<file path="config.mk">
export PLATFORM = sky130hd
export DESIGN_NAME = reaction_meter
export DESIGN_NICKNAME = d
export VERILOG_FILES = /design/src/rtl/reaction_pkg.sv /design/src/rtl/bcd_digit.sv /design/src/rtl/reaction_meter.sv
export SDC_FILE = /design/constraint.sdc
export NUM_CORES = 1
export LEC_CHECK = 0
export CAP_MARGIN = 20
export CORE_UTILIZATION = 52
export DETAILED_ROUTE_END_ITERATION = 7
export PLACE_DENSITY = 0.81
export RECOVER_POWER = 25
export SLEW_MARGIN = 20
export SYNTH_ARGS = -nofsm -noshare
export SYNTH_HDL_FRONTEND = slang
export SYNTH_SLANG_ARGS = --single-unit
export TNS_END_PERCENT = 20
</file>
<file path="constraint.sdc">
create_clock -name clk -period 3.1 [get_ports clk]
set_input_delay 0.62 -clock clk [delete_from_list [all_inputs] [get_ports clk]]
set_output_delay 0.62 -clock clk [all_outputs]
set_load 0.05 [all_outputs]
</file>
<file path="src/rtl/reaction_pkg.sv">
// Shared definitions for the reaction-time meter: state encoding,
// default prescaler ratio and the top value of one decimal digit.
package reaction_pkg;

  typedef enum logic [1:0] {
    ST_IDLE  = 2'd0,
    ST_COUNT = 2'd1,
    ST_HOLD  = 2'd2
  } state_e;

  // 50 MHz clock -> 50000 cycles per millisecond
  localparam int TICKS_PER_MS_DEF = 50000;

  // Largest value a single BCD digit may hold
  localparam logic [3:0] BCD_MAX = 4'd9;

endpackage

</file>
<file path="src/rtl/bcd_digit.sv">
// One decimal digit of the millisecond counter. clr wins over inc;
// carry is raised when an increment rolls the digit from 9 back to 0.
module bcd_digit
  import reaction_pkg::*;
(
  input  logic       clk,
  input  logic       reset,
  input  logic       clr,
  input  logic       inc,
  output logic [3:0] digit,
  output logic       carry
);

  logic [3:0] digit_q;
  logic [3:0] digit_d;

  // Next digit value and carry into the next decade
  always_comb begin
    digit_d = digit_q;
    carry   = inc && (digit_q == BCD_MAX);
    if (clr) begin
      digit_d = '0;
    end else if (inc) begin
      digit_d = (digit_q == BCD_MAX) ? '0 : digit_q + 4'd1;
    end
  end

  // Digit register
  always_ff @(posedge clk or posedge reset) begin
    if (reset) begin
      digit_q <= '0;
    end else begin
      digit_q <= digit_d;
    end
  end

  assign digit = digit_q;

endmodule

</file>
<file path="src/rtl/reaction_meter.sv">
// Reaction-time meter: counts elapsed milliseconds while start_clock is
// high, pauses while it is low, and holds a saturating 3-digit BCD result
// once done_tick is seen.
module reaction_meter
  import reaction_pkg::*;
#(
  parameter int TICKS_PER_MS = TICKS_PER_MS_DEF
) (
  input  logic       clk,
  input  logic       reset,
  input  logic       start_clock,
  input  logic       done_tick,
  input  logic       clear,
  output logic [3:0] bcd2,
  output logic [3:0] bcd1,
  output logic [3:0] bcd0,
  output logic       busy,
  output logic       result_valid,
  output logic       valid_tick,
  output logic       too_slow
);

  localparam int PW = (TICKS_PER_MS > 1) ? $clog2(TICKS_PER_MS) : 1;
  localparam logic [PW-1:0] PRESC_MAX = PW'(TICKS_PER_MS - 1);

  state_e          state_q, state_d;
  logic [PW-1:0]   presc_q, presc_d;
  logic            too_slow_q, too_slow_d;
  logic            valid_tick_q, valid_tick_d;

  logic            digit_clr;
  logic            ms_tick;
  logic            at_max;
  logic            inc0, inc1, inc2;
  logic            carry0, carry1;
  logic            unused_carry2;

  // Millisecond tick and saturation detect
  always_comb begin
    ms_tick = (state_q == ST_COUNT) && start_clock && (presc_q == PRESC_MAX);
    at_max  = (bcd2 == BCD_MAX) && (bcd1 == BCD_MAX) && (bcd0 == BCD_MAX);
  end

  // Increment chain; the units digit is withheld at 999 so the count saturates
  always_comb begin
    inc0 = ms_tick && !at_max;
    inc1 = carry0;
    inc2 = carry1;
  end

  // Next-state, prescaler, flag and digit-clear decode
  always_comb begin
    state_d      = state_q;
    presc_d      = presc_q;
    too_slow_d   = too_slow_q;
    valid_tick_d = 1'b0;
    digit_clr    = 1'b0;

    unique case (state_q)
      ST_IDLE, ST_HOLD: begin
        if (start_clock) begin
          digit_clr  = 1'b1;
          presc_d    = '0;
          too_slow_d = 1'b0;
          state_d    = ST_COUNT;
        end
      end
      ST_COUNT: begin
        if (start_clock) begin
          presc_d = (presc_q == PRESC_MAX) ? '0 : presc_q + 1'b1;
        end
        if (ms_tick && at_max) begin
          too_slow_d = 1'b1;
        end
        if (done_tick) begin
          state_d      = ST_HOLD;
          valid_tick_d = 1'b1;
        end
      end
      default: begin
        state_d = ST_IDLE;
      end
    endcase

    if (clear) begin
      state_d      = ST_IDLE;
      presc_d      = '0;
      too_slow_d   = 1'b0;
      valid_tick_d = 1'b0;
      digit_clr    = 1'b1;
    end
  end

  // State, prescaler and flag registers
  always_ff @(posedge clk or posedge reset) begin
    if (reset) begin
      state_q      <= ST_IDLE;
      presc_q      <= '0;
      too_slow_q   <= 1'b0;
      valid_tick_q <= 1'b0;
    end else begin
      state_q      <= state_d;
      presc_q      <= presc_d;
      too_slow_q   <= too_slow_d;
      valid_tick_q <= valid_tick_d;
    end
  end

  bcd_digit u_units (
    .clk   (clk),
    .reset (reset),
    .clr   (digit_clr),
    .inc   (inc0),
    .digit (bcd0),
    .carry (carry0)
  );

  bcd_digit u_tens (
    .clk   (clk),
    .reset (reset),
    .clr   (digit_clr),
    .inc   (inc1),
    .digit (bcd1),
    .carry (carry1)
  );

  bcd_digit u_hundreds (
    .clk   (clk),
    .reset (reset),
    .clr   (digit_clr),
    .inc   (inc2),
    .digit (bcd2),
    .carry (unused_carry2)
  );

  assign busy         = (state_q == ST_COUNT);
  assign result_valid = (state_q == ST_HOLD);
  assign valid_tick   = valid_tick_q;
  assign too_slow     = too_slow_q;

endmodule
</file>
==> results_dict.tcl <==
set metrics [dict create \
    final_cell_mix "32 x dfrtp_1, 19 x nor2_1, 19 x clkdlybuf4s50_1" \
    hold_path_class "register to register" \
    p_leak_nw 0.865 \
    synth-edff-count 0 \
    ir_worst_vdd_uv 282 \
    start_util_pct 56.7 \
    p_per_area_nw_per_um2 338 \
    crit_arrival_ns 1.78 \
    synth.largest_area_cell "dfrtp_1" \
    cts-buffers-inserted 5 \
    whs_ns 0.507 \
    p_total_uw 699 \
    yosys.area_share.simple_pct 27.9 \
    routedWlPerCell_um 14.5 \
    rr_startpoint "presc_q[0]" \
    viasPerCell 5.72 \
    setup_violations 0 \
    drv_cap 1 \
    hold_violations 0 \
    fp.dieH_um 60.6 \
    worstSetupStartpoint "state_q[0]" \
    synth_cells 185 \
    synth-compound-area-share_pct 11.4 \
    fp-row-count 20 \
    yosys.area_share.adder_pct 4.90 \
    die_area_um2 3670 \
    fin_util_pct 65.7 \
    firstDrtPassIters 4 \
    place_congestion 0.904 \
    finalWorstSetupSlack_ns 0.699 \
    synthXorXnorAreaFrac_pct 6.37 \
    async_flop_share_pct 100 \
    period_share_pct 77.5 \
    cts.sinks 32 \
    seq_area_frac_synth_pct 44.8 \
    cts-root-buf "clkbuf_4" \
    drv_slew 33 \
    max_slew.worst_pin.slew_ns 1.66 \
    rsz0062_at_grt "false" \
    dp_hpwl_mm 2.70 \
    vias 1452 \
    finClkSkew_ns 0.0141 \
    die_w_um 60.6 \
    drc 0 \
    outcome "finished, violations left" \
    layout_commonest_cell "dfrtp_1" \
    portBuffers 20 \
    ys_ff_latch 32 \
    synth_top_family_by_area "simple AND/OR/NAND/NOR gates" \
    drt.antenna.violating_nets 0 \
    grt_max_degree 33 \
    design.core.area_um2 3150 \
    antenna_found_initial 0 \
    end_kind "output pin" \
    startpoint_type "register" \
    syn_area_um2 1790 \
    stdcell_count 254 \
    cts_setup_buffers 0 \
    tritoncts "built" \
    grt_pass1_vias 1387 \
    placed_area_um2 2030 \
    dp_slack_ns 0.476 \
    max_freq_mhz 416 \
    violations "max-capacitance violations, max-slew violations" \
    n_antenna_cell 0 \
    synth_area_leaders "dfrtp_1 45%, ha_1 4.9%, xor2_1 4.9%" \
    clkTransAtPathRegs_ns 0.10 \
    drive_above_1_share_pct 7.14 \
    htree_levels 2 \
    syn_to_final_growth_pct 16.0 \
    setup.worst_path.end "busy" \
    cts_hold_buf 0 \
    synth_ff_type "dfrtp_1" \
    drt-total-wl_mm 3.70 \
    ys_warn_count 0 \
    cts_resized 0 \
    synth_nets 197 \
    synth_area_per_cell_um2 9.66 \
    synth_cell_types 42 \
    io_pins 21 \
    place_inst 247 \
    period_minus_slack_ns 2.40 \
    r2r_cells 6 \
    grtUsageTotal_pct 24.2 \
    critical_path.max_fanout 5 \
    required_ns 2.48 \
    stdcell_area_um2 2070 \
    synth_top_area_share_pct 44.8 \
    drt_iter0_markers 114 \
    reg2reg_slack_ns 1.01 \
    clk-insertion-delay-late_ns 0.34 \
    synthMuxAreaShare_pct 0.560 \
    relSlewSlack_pct -10.7 \
    nNetsFinal 222 \
    cts_buffer_depth 2 \
    finalSetupTns_ns 0 \
    grt_pass1_wl_mm 6.39 \
    grt-ovfl-total 0 \
    setup.worst_path.class "register to output pin" \
    timing.rr.end "u_units.digit[2]" \
]
registers in the layout, indices dropped and copies added, names as in the netlist:
signal and count:
presc_q 16, state_q 2, too_slow 1, u_hundreds.digit 4
u_tens.digit 4, u_units.digit 4, valid_tick 1
cell usage after synthesis, drive strengths merged, types with 5 or more instances:
| cell type | number |
|---|---|
| dfrtp | 32 |
| nor2 | 19 |
| nand2 | 13 |
| nand3 | 12 |
| inv | 10 |
| xor2 | 10 |
| o21ai | 9 |
| ha | 7 |
| a21oi | 5 |
| nand4 | 5 |
| o31ai | 5 |
metal layers:
layer  GRT usage [%]  wire length, um
met2            38.5             1800
met1            31.4             1680
met5               0                0
met4            8.44               42
met3            7.46              181
cell families (layout without fill, tap and decap cells):
family	count (synthesis)	in the layout
AND/OR/NAND/NOR	87	87
flip-flops	32	32
AO/OA/AOI/OAI	30	30
buffers and inverters	15	40
XOR/XNOR	13	13
adder cells (fa/ha/maj)	7	7
multiplexers	1	1
critical path: stages, from the launching register on:
cell and delay (ns):
dfrtp_1 0.42, nor2b_1 0.20, clkdlybuf4s50_1 0.83
layout make-up:
class                   count  area [um2]
clock buffers               6        41.3
clock inverters             1        5.00
fillers                   262        1080
inverters                  10        37.5
multi-input cells         138         913
flip-flops and latches     32         801
well taps                  44        55.1
repair buffers             23         219
power breakdown:
| part | switching (mW) | internal, mW | total [mW] |
|---|---|---|---|
| clock network | 0.136 | 0.0834 | 0.219 |
| logic | 0.0391 | 0.0183 | 0.0574 |
| registers | 0.00311 | 0.420 | 0.423 |
| total | 0.178 | 0.522 | 0.699 |
how the worst min path moves through the flow:
stage,to,slack (ns),from,cells past startpoint
2_1_floorplan,presc_q[4],0.46,presc_q[4],1
3_3_place_gp,too_slow,0.49,too_slow,1
3_5_place_dp,too_slow,0.49,too_slow,1
4_1_cts,too_slow,0.51,too_slow,1
5_1_grt,too_slow,0.53,too_slow,1
6_report,too_slow,0.51,too_slow,1
Note: power is estimated with default switching activity, not from simulation.
